File: src/rtl/rx_arb_pkg.sv
// Shared types and widths for the RX stream arbiter.
package rx_arb_pkg;

  typedef enum logic [0:0] {
    StIdle,
    StGrant
  } arb_state_e;

  localparam int unsigned N_CH_DEFAULT = 4;
  localparam int unsigned CH_IDX_W     = $clog2(N_CH_DEFAULT);
  localparam int unsigned BURST_CNT_W  = 8;
  localparam int unsigned WORD_CNT_W   = 16;

  // Channel index width for an arbitrary channel count, never below one bit.
  function automatic int unsigned idx_width(input int unsigned n);
    return (n > 1) ? $clog2(n) : 1;
  endfunction

endpackage

File: src/rtl/rx_stream_arbiter_rr_pointer_search.sv
// Masked round-robin priority search: first set request at or above the pointer, wrapping.
module rr_pointer_search
  import rx_arb_pkg::*;
#(
  parameter int unsigned NumReq = 4,
  parameter int unsigned IdxW   = CH_IDX_W
) (
  input  logic [NumReq-1:0] req_i,
  input  logic [IdxW-1:0]   ptr_i,
  output logic              found_o,
  output logic [IdxW-1:0]   idx_o
);

  always_comb begin : search
    int unsigned cand;
    logic        found;
    found = 1'b0;
    cand  = 0;
    idx_o = '0;
    for (int unsigned k = 0; k < NumReq; k++) begin
      cand = (32'(ptr_i) + k) % NumReq;
      if (!found && req_i[cand[IdxW-1:0]]) begin
        found = 1'b1;
        idx_o = cand[IdxW-1:0];
      end
    end
    found_o = found;
  end

endmodule

File: src/rtl/rx_stream_arbiter.sv
// Round-robin merge of per-channel RX FIFOs into one stream with bounded bursts.
// Optional per-channel word counters are built when RX_ARB_WORD_CNT_EN is defined.
module rx_stream_arbiter
  import rx_arb_pkg::*;
#(
  parameter int unsigned  N_CH      = 4,
  parameter int unsigned  DATA_W    = 32,
  parameter int unsigned  MAX_BURST = 16,
  localparam int unsigned ChIdxW    = idx_width(N_CH)
) (
  input  logic                     CLK,
  input  logic                     RESETB,
  input  logic [N_CH-1:0]          CH_EN,
  input  logic [N_CH-1:0]          CH_EMPTY,
  input  logic [N_CH*DATA_W-1:0]   CH_DATA,
  output logic [N_CH-1:0]          CH_READ,
  input  logic                     ARB_READY_IN,
  output logic                     ARB_WRITE_OUT,
  output logic [DATA_W-1:0]        ARB_DATA_OUT,
  output logic [ChIdxW-1:0]        GRANT_OUT,
`ifdef RX_ARB_WORD_CNT_EN
  input  logic                     CNT_CLR,
  output logic [N_CH*WORD_CNT_W-1:0] CH_WORD_CNT,
`endif
  output logic                     BUSY
);

  arb_state_e             state_q, state_d;
  logic [ChIdxW-1:0]      grant_q, grant_d;
  logic [ChIdxW-1:0]      ptr_q, ptr_d;
  logic [BURST_CNT_W-1:0] burst_q, burst_d;
  logic                   wr_q, wr_d;
  logic [DATA_W-1:0]      data_q, data_d;

  logic [N_CH-1:0]        req;
  logic                   found;
  logic [ChIdxW-1:0]      found_idx;
  logic                   head_empty;
  logic                   pop;
  logic                   burst_last;
  logic [DATA_W-1:0]      head_data;

  // CH_EN only matters at arbitration; the granted channel ignores it.
  assign req = CH_EN & ~CH_EMPTY;

  rr_pointer_search #(
    .NumReq(N_CH),
    .IdxW  (ChIdxW)
  ) u_search (
    .req_i  (req),
    .ptr_i  (ptr_q),
    .found_o(found),
    .idx_o  (found_idx)
  );

  assign head_empty = CH_EMPTY[grant_q];
  assign head_data  = CH_DATA[32'(grant_q)*DATA_W +: DATA_W];
  assign pop        = (state_q == StGrant) && !head_empty && (!wr_q || ARB_READY_IN);
  assign burst_last = (burst_q == BURST_CNT_W'(MAX_BURST - 1));

  always_comb begin
    state_d = state_q;
    grant_d = grant_q;
    ptr_d   = ptr_q;
    burst_d = burst_q;
    wr_d    = wr_q;
    data_d  = data_q;
    CH_READ = '0;
    if (pop) begin
      CH_READ[grant_q] = 1'b1;
    end

    unique case (state_q)
      StIdle: begin
        if (found) begin
          grant_d = found_idx;
          burst_d = '0;
          state_d = StGrant;
        end
      end
      StGrant: begin
        if (pop) begin
          burst_d = burst_q + 1'b1;
        end
        if ((pop && burst_last) || head_empty) begin
          state_d = StIdle;
          ptr_d   = (grant_q == ChIdxW'(N_CH - 1)) ? '0 : grant_q + 1'b1;
        end
      end
      default: state_d = StIdle;
    endcase

    // Single-entry output register: refill on pop, drain when downstream takes it.
    if (pop) begin
      wr_d   = 1'b1;
      data_d = head_data;
    end else if (ARB_READY_IN) begin
      wr_d = 1'b0;
    end
  end

  always_ff @(posedge CLK or negedge RESETB) begin
    if (!RESETB) begin
      state_q <= StIdle;
      grant_q <= '0;
      ptr_q   <= '0;
      burst_q <= '0;
      wr_q    <= 1'b0;
      data_q  <= '0;
    end else begin
      state_q <= state_d;
      grant_q <= grant_d;
      ptr_q   <= ptr_d;
      burst_q <= burst_d;
      wr_q    <= wr_d;
      data_q  <= data_d;
    end
  end

  assign ARB_WRITE_OUT = wr_q;
  assign ARB_DATA_OUT  = data_q;
  assign GRANT_OUT     = grant_q;
  assign BUSY          = (state_q == StGrant) || wr_q;

`ifdef RX_ARB_WORD_CNT_EN
  for (genvar i = 0; i < N_CH; i++) begin : g_cnt
    logic [WORD_CNT_W-1:0] cnt_q, cnt_d;

    // Clear wins over a simultaneous pop; count saturates instead of wrapping.
    always_comb begin
      cnt_d = cnt_q;
      if (CNT_CLR) begin
        cnt_d = '0;
      end else if (CH_READ[i] && (cnt_q != '1)) begin
        cnt_d = cnt_q + 1'b1;
      end
    end

    always_ff @(posedge CLK or negedge RESETB) begin
      if (!RESETB) begin
        cnt_q <= '0;
      end else begin
        cnt_q <= cnt_d;
      end
    end

    assign CH_WORD_CNT[i*WORD_CNT_W +: WORD_CNT_W] = cnt_q;
  end
`endif

endmodule

File: config.mk
export PLATFORM = sky130hd
export DESIGN_NAME = rx_stream_arbiter
export DESIGN_NICKNAME = d
export VERILOG_FILES = /design/src/rtl/rx_arb_pkg.sv /design/src/rtl/rx_stream_arbiter_rr_pointer_search.sv /design/src/rtl/rx_stream_arbiter.sv
export SDC_FILE = /design/constraint.sdc
export NUM_CORES = 1
export LEC_CHECK = 0
export BUFFER_PORTS_ARGS = -buffer_cell sky130_fd_sc_hd__buf_2
export CORE_MARGIN = 1
export CORE_UTILIZATION = 30
export CTS_CLUSTER_SIZE = 25
export DETAILED_ROUTE_END_ITERATION = 8
export GPL_TIMING_DRIVEN = 0
export PLACE_DENSITY = 0.68
export SYNTH_ARGS = -nofsm -noshare
export SYNTH_HDL_FRONTEND = slang
export SYNTH_HIERARCHICAL = 1
export SYNTH_SLANG_ARGS = --single-unit
File: constraint.sdc
create_clock -name CLK -period 3.8 [get_ports CLK]
set_input_delay 0.57 -clock CLK [delete_from_list [all_inputs] [get_ports CLK]]
set_output_delay 0.57 -clock CLK [all_outputs]
set_load 0.03 [all_outputs]
==> results of run 1 <==
[placed cells by master (no fill, tap or decap), types with 2 or more instances in the layout]
| cell type | instances |
|---|---|
| sky130_fd_sc_hd__mux2_2 | 10 |
| sky130_fd_sc_hd__nand3_1 | 5 |
| sky130_fd_sc_hd__mux4_2 | 33 |
| sky130_fd_sc_hd__clkbuf_8 | 5 |
| sky130_fd_sc_hd__buf_1 | 3 |
| sky130_fd_sc_hd__nand2_1 | 9 |
| sky130_fd_sc_hd__a21oi_1 | 4 |
| sky130_fd_sc_hd__nand2b_1 | 2 |
| sky130_fd_sc_hd__buf_12 | 2 |
| sky130_fd_sc_hd__nor2_1 | 4 |
| sky130_fd_sc_hd__inv_1 | 7 |
| sky130_fd_sc_hd__dfrtp_1 | 46 |
| sky130_fd_sc_hd__clkbuf_1 | 4 |
| sky130_fd_sc_hd__o211ai_1 | 2 |
| sky130_fd_sc_hd__and2_1 | 5 |
| sky130_fd_sc_hd__buf_6 | 3 |
| sky130_fd_sc_hd__mux2i_1 | 3 |
| sky130_fd_sc_hd__o31ai_1 | 3 |
| sky130_fd_sc_hd__clkinvlp_4 | 2 |
| sky130_fd_sc_hd__ha_1 | 5 |
| sky130_fd_sc_hd__mux2_1 | 6 |
| sky130_fd_sc_hd__o311ai_0 | 2 |
| sky130_fd_sc_hd__buf_2 | 178 |
| sky130_fd_sc_hd__nor2b_1 | 5 |
| sky130_fd_sc_hd__o21ai_0 | 3 |
| sky130_fd_sc_hd__mux2_4 | 20 |
[worst min-delay path by stage]
stage / end / depth (start not counted) / from / slack (ns)
after CTS: ARB_DATA_OUT[15] / 1 / RESETB / 0.49
after floorplan: ARB_DATA_OUT[0] / 0 / RESETB / 0.27
after global placement: ARB_DATA_OUT[27] / 1 / ARB_DATA_OUT[27] / 0.47
after global routing: ARB_DATA_OUT[27] / 1 / ARB_DATA_OUT[27] / 0.51
final: burst_q[5] / 1 / RESETB / 0.46
after detailed placement: ARB_DATA_OUT[30] / 1 / ARB_DATA_OUT[30] / 0.47
[cell families (layout without fill, tap and decap cells)]
kind of cell,Yosys count,count (layout),synth area share
AOI/OAI and AO/OA,19,19,0.04534
buffers and inverters,20,206,0.04407
xor gates and xnor gates,1,1,0.002967
adders and majority gates,5,5,0.02119
and+or+nand+nor,37,37,0.07203
DFF,46,46,0.3898
muxes,72,72,0.4246
[sequential cells by signal, indices dropped and copies added (netlist names)]
| name | cells |
|---|---|
| burst_q | 8 |
| ARB_WRITE_OUT | 1 |
| ARB_DATA_OUT | 32 |
| state_q | 1 |
| ptr_q | 2 |
| GRANT_OUT | 2 |
[per-stage QoR]
stage          total power [mW]  hold WS, ns    util  std cells  instance area, um^2
6_report                  3.179       0.4583  0.4395        515                 4119
3_3_place_gp              2.809       0.4688  0.4274        507                 4005
3_5_place_dp              2.846       0.4744  0.4274        507                 4005
2_1_floorplan             2.320       0.2744       -        200                 2953
5_1_grt                   3.388       0.5136  0.4395        515                 4119
4_1_cts                   3.231       0.4947  0.4395        515                 4119
[area by class of cell]
class	instances	share of cell area
Timing Repair Buffer	178	0.2163
Sequential cell	46	0.2795
Multi-Input combinational cell	134	0.4058
Tap cell	129	0.03919
Inverter	8	0.007290
Clock buffer	5	0.01671
Buffer	12	0.02430
Clock inverter	3	0.01094
[critical path, stage by stage, from the launching register on]
cell and delay (ns):
sky130_fd_sc_hd__dfrtp_1 0.41, sky130_fd_sc_hd__clkbuf_1 0.46, sky130_fd_sc_hd__mux4_2 0.45, sky130_fd_sc_hd__nand2b_4 0.17, sky130_fd_sc_hd__buf_6 0.15, sky130_fd_sc_hd__nor2_8 0.23
sky130_fd_sc_hd__buf_6 0.19, sky130_fd_sc_hd__and2_1 0.14, sky130_fd_sc_hd__buf_2 0.19
[per-layer routing]
layer	part of all wire	routed length, um
met5	0	0
met4	0.022	174
met3	0.072	578
met2	0.49	3949
met1	0.42	3352
[power breakdown]
group | switching (mW) | internal [mW] | total [mW]
sequential | 0.146 | 0.710 | 0.856
combinational | 1.02 | 0.926 | 1.95
clock | 0.178 | 0.196 | 0.374
==> results.md, run 1 <==
- Status: complete, no violations
- Number of global-route vias before repair: 2586
- Area of combinational cells with multiple inputs: ~1700 um^2
- Clock tree from TritonCTS: yes
- Area of the core: approximately 9400 um^2
- Die Y: 101.2 um
- Fraction of final layout cells sized beyond drive strength 1: 0.6684
- GRT Overall Usage: 0.1617
- Setup TNS: 0 ns
- Netlist area before placement: slightly below 3000 um^2
- CTS hold repair buffers: 0
- Number of buffers added for setup after CTS: 0
- I/O pin count: about 180
- Worst r2r path cells: 7
- Longest Clk Path Bufs: 2
- Met3 routing resource usage after global routing: 0.03520
- Area of the die: roughly 10000 um^2
- # DRC: 0
- Insertion delay to the later sink of the worst-skew pair: ~0.30 ns
- Cell type contributing the most total cell area after synthesis: sky130_fd_sc_hd__dfrtp_1
- Post-synthesis cell type count: 37
- Sequential share of the synthesized area: 0.3898
- Setup violations, final: 0
- Register area: about 1200 um^2
- Worst-case clock skew: 0.007250 ns
- CTS clk-pin slew, worst paths: ~0.10 ns
- Synth area leaders: sky130_fd_sc_hd__dfrtp_1 (39%), sky130_fd_sc_hd__mux4_2 (25%), sky130_fd_sc_hd__mux2_4 (10%)
- Area fraction of the dominant cell type after synthesis: 0.3898
- Cell with the most instances after synthesis: sky130_fd_sc_hd__dfrtp_1
- H-tree Lvls: 2
- Max_cap viols: 0
- Normalized max-slew margin: 0.2900
- Startpoint class of the critical path: flip-flop
- Max-slew violation total from the final report: 0
- Maximum number of pins on one net before global-route repair: 47
- First-pass GRT wire length: approximately 13000 um
- Number of synthesized flops with an enable pin: 0
- Net count of the finished layout: 529
- Std-Cell Rows: 35
- Antenna violations before repair: 0
- Final weighted congestion in routability-driven placement: between 0.8 and 0.9
- HPWL Detailed: between 6000 and 7000 um
- Total power divided by cell area: 771.7 nW/um^2
- Number of nets in the synthesized netlist: between 300 and 400
- Data arrival time of the critical path: approximately 2.7 ns
- CTS root buffer: sky130_fd_sc_hd__clkbuf_8
- Flop-to-flop setup slack: approximately 1.3 ns
- Number of synthesized register bits: 46
- Fraction of the cycle the final worst path needs: 0.8565
- Post-layout min period: between 3 and 4 ns
- Async S/R FF share, synth: 1.000
- Horizontal die dimension: around 100 um
- Setup repair after global routing missed its margin: no
- Violation count after the first detailed-route iteration: just under 70
- Type of the tightest min-delay check: primary input to async pin
- TritonCTS buffer count: 5
- Syn Inst Count: 200
- Maximum vdd ir drop: approximately 300 uV
- Met1 track utilization from global routing: 0.2087
- Worst-Margin Slew: about 1.1 ns
- Worst EP required: between 3 and 4 ns
- End of the worst register-to-register path: ARB_DATA_OUT[29]
- PostCTS Resize Cnt: 0
- Post-route antenna net violation count: 0
- Worst setup path startpoint: GRANT_OUT[1]
- Max Fclk: a little over 0.3 GHz
- Overall routed net length: between 8000 and 9000 um
- LEAKAGE: approximately 2.0 nW
- Layout overhead on the synthesized area: 39.49%
- Place WS: slightly above 0.8 ns
- Number of fillers in the final layout: 931
- Capturing element type of the critical path: primary output
- Syn_area_per_cell: 14.76 um^2
- Count of clock tree sinks: between 40 and 50
- Worst reg2reg startpoint: GRANT_OUT[1]
- Primary FF master, synth: sky130_fd_sc_hd__dfrtp_1
- Highest fanout seen on the critical path: 10
- Crit path to: CH_READ[0]
- Via density: a little under 5
- Final Hold Vio Count: 0
- Count of input and output buffers: between 150 and 200
- Class of the most critical setup path: flip-flop to primary output
- Antenna diodes: 0
- Minimum setup slack in the final design: roughly 0.55 ns
- Total via count in the routed design: between 2000 and 3000
- Met2 track utilization from global routing: 0.2684
- Gr busiest metal: met2
- Initial Utilization: 0.3151
- Detailed-router iteration count before antenna repair: 5
- Residual overflow from global routing: 0
- Leading post-synthesis cells by instance count: sky130_fd_sc_hd__dfrtp_1 (46), sky130_fd_sc_hd__mux4_2 (33), sky130_fd_sc_hd__mux2_4 (20), sky130_fd_sc_hd__mux2_2 (10), sky130_fd_sc_hd__nand2_1 (9)
- Number of warnings issued by yosys: 6
- Average wire length per cell after detail routing: between 15 and 20 um
Power figures use the tool's default switching activity.
==> run 2: changes to the inputs <==
--- a/config.mk
+++ b/config.mk
@@ -6,6 +6,7 @@
 export NUM_CORES = 1
 export LEC_CHECK = 0
 export BUFFER_PORTS_ARGS = -buffer_cell sky130_fd_sc_hd__buf_2
+export CORE_ASPECT_RATIO = 1.1
 export CORE_MARGIN = 1
 export CORE_UTILIZATION = 30
 export CTS_CLUSTER_SIZE = 25
==> run 2 against run 1 <==
Against the previous run: total power fell by 2.5%; first-iteration DRC count shrank 1.4%; sequential power about the same; critical path type unchanged.
==> results.md, run 2 (same netlist as run 1, synthesis figures left out) <==
- Status: complete, no violations
- Std-Cell Rows: 37 (+5.7%)
- Setup TNS: 0 ns (unchanged)
- Instance area after placement: 3990 um^2 (-0.37%)
- Fraction of final layout cells sized beyond drive strength 1: 0.6623 (-0.006056)
- Flip-flop count of the largest register, all copies and words added: 32 (unchanged)
- Detailed-router iteration count before antenna repair: 4 (-1)
- Met2 track utilization from global routing: 0.2852 (+0.01677)
- Logic gate share of total power: 0.632 (+0.019)
- Post-layout min period: 3.329 ns (+0.07412 ns)
- Count of input and output buffers: 178 (unchanged)
- Normalized max-slew margin: 0.3065 (+0.01652)
- Setup violations, final: 0 (unchanged)
- Cell area after layout: 4066 um^2 (-1.3%)
- CTS clk-pin slew, worst paths: 0.08 ns (-0.02 ns)
- Total via count in the routed design: 2486 (-0.68%)
- Antenna violations before repair: 0 (unchanged)
- Area of the die: 10240 um^2 (about the same)
- Antenna diodes: 0 (unchanged)
- Residual overflow from global routing: 0 (unchanged)
- Delay contributed by the slowest stage of the critical path: 0.51 ns (+0.05 ns)
- Area of the core: 9444 um^2 (+0.77%)
- Post-route antenna net violation count: 0 (unchanged)
- Net count of the finished layout: 529 (unchanged)
- Startpoint class of the critical path: flip-flop
- Maximum number of pins on one net before global-route repair: 47 (unchanged)
- Reported net switching power: 1.335 mW (-0.87%)
- Most numerous cell on the critical path: sky130_fd_sc_hd__buf_6
- Overall routed net length: 8158 um (+1.3%)
- Number of fillers in the final layout: 929 (-0.21%)
- Type of the tightest min-delay check: primary input to async pin
- CTS hold repair buffers: 0 (unchanged)
- Insertion delay to the later sink of the worst-skew pair: 0.29 ns (about the same)
- Maximum vdd ir drop: 357.2 uV (+19%)
- Met3 routing resource usage after global routing: 0.03076 (-0.004438)
- LEAKAGE: 1.946 nW (-0.62%)
- Worst EP required: 3.23 ns (about the same)
- Count of clock tree sinks: 46 (unchanged)
- Class of the most critical setup path: flip-flop to primary output
- Fraction of the cycle the final worst path needs: 0.8760 (+0.01951)
- Violation count after the first detailed-route iteration: 68 (-1.4%)
- Horizontal die dimension: 96.60 um (-4.6%)
- Clock tree from TritonCTS: yes
- Worst-Margin Slew: 1.040 ns (-0.02477 ns)
- Critical Path Slowest Stage Cell: sky130_fd_sc_hd__clkbuf_1
- Met1 track utilization from global routing: 0.1917 (-0.01697)
- Total power divided by cell area: 762.2 nW/um^2 (-1.2%)
- HPWL Detailed: 6563 um (+1.2%)
- Longest Clk Path Bufs: 2 (unchanged)
- GRT Overall Usage: 0.1599 (-0.001802)
- Final Hold Vio Count: 0 (unchanged)
- Capturing element type of the critical path: primary output
- Number of buffers added for setup after CTS: 0 (unchanged)
- Cells along the critical path: clkbuf_1 > mux4_2 > nand2b_4 > buf_6 > nor2_8 > buf_6 > and2_1 > buf_2
- Number of global-route vias before repair: 2621 (+1.4%)
- CTS root buffer: sky130_fd_sc_hd__clkbuf_8
- Register area: 1151 um^2 (unchanged)
- Max Fclk: 0.3004 GHz (-2.2%)
- Final weighted congestion in routability-driven placement: 0.8444 (+2.6%)
- First-pass GRT wire length: 12390 um (-1.9%)
- Data arrival time of the critical path: 2.76 ns (+0.08 ns)
- Commonest cells after routing, fill and taps aside: sky130_fd_sc_hd__buf_2 (178), sky130_fd_sc_hd__dfrtp_1 (46), sky130_fd_sc_hd__mux4_2 (33), sky130_fd_sc_hd__mux2_4 (20), sky130_fd_sc_hd__mux2_2 (10)
- Internal power component: 1.764 mW (-3.7%)
- Layout overhead on the synthesized area: 37.71%
- PostCTS Resize Cnt: 0 (unchanged)
- Max-slew violation total from the final report: 0 (unchanged)
- Gr busiest metal: met2
- Sequential share of power: 0.276 (+0.007)
- Power share of the clock group: 0.092 (-0.026)
- H-tree Lvls: 2 (unchanged)
- Initial Utilization: 0.3127 (-0.002421)
- # DRC: 0 (unchanged)
- Highest fanout seen on the critical path: 10 (unchanged)
- TritonCTS buffer count: 5 (unchanged)
- Area of combinational cells with multiple inputs: 1672 um^2 (unchanged)
- Switching power share of the total: 0.4307 (+0.007066)
- I/O pin count: 179 (unchanged)
- Leading cell type in the layout, fill and taps excluded: sky130_fd_sc_hd__buf_2
- Average wire length per cell after detail routing: 16.25 um (+3.9%)
- Setup repair after global routing missed its margin: no
- Worst-case clock skew: 0.002176 ns (-0.005074 ns)
- Max_cap viols: 0 (unchanged)
- Die Y: 106.1 um (+4.8%)
- Via density: 4.952 (+1.9%)
[run 2: path summary, 6_finish.rpt]
kind | from | to | slack (ns) | cells after the start
max | GRANT_OUT[1] | CH_READ[1] | 0.47 | 8
min | RESETB | ARB_DATA_OUT[21] | 0.46 | 1
max reg2reg | GRANT_OUT[1] | ARB_DATA_OUT[26] | 1.23 | 7
min reg2reg | ARB_DATA_OUT[30] | ARB_DATA_OUT[30] | 0.49 | 1
max in group asynchronous | RESETB | ARB_DATA_OUT[3] | 2.70 | 1
min in group CLK | ARB_DATA_OUT[30] | ARB_DATA_OUT[30] | 0.49 | 1
[run 2: power groups by stage]
stage	clock network, mW	registers, mW	logic (mW)
floorplan	0	1.23	1.09
global placement	0	0.854	1.96
detailed placement	0	0.866	1.99
CTS	0.301	0.858	2.00
global route	0.321	0.885	2.11
finish	0.285	0.855	1.96
[run 2: layout make-up]
type,count,area share
multi-input cells,134,0.4111
well taps,117,0.03600
flip-flops and latches,46,0.2831
clock buffers,7,0.01877
repair buffers,178,0.2191
inverters,8,0.007385
plain buffers,12,0.02462
[run 2: per-stage QoR]
step	setup slack, ns	power [mW]	hold slack (ns)	instances	util
2_1_floorplan	1.036	2.320	0.2744	200	-
3_3_place_gp	0.7667	2.812	0.4671	495	0.4225
3_5_place_dp	0.6952	2.857	0.4730	495	0.4225
4_1_cts	0.3613	3.157	0.4950	502	0.4306
5_1_grt	0.2780	3.314	0.5067	502	0.4306
6_report	0.4710	3.099	0.4558	502	0.4306
[run 2: critical path, delay by kind of cell, from the launching register on]
family | cells | cell delay (ns)
simple gates | 3 | 0.54
flops | 1 | 0.40
buf+inv | 4 | 1.04
mux | 1 | 0.47
[run 2: metal layers]
metal | part of all wire | wire [um] | vias up
li1 | - | - | 1145
met1 | 0.39 | 3203 | 1216
met2 | 0.53 | 4307 | 117
met3 | 0.066 | 537 | 8
met4 | 0.013 | 110 | 0
met5 | 0 | 0 | -
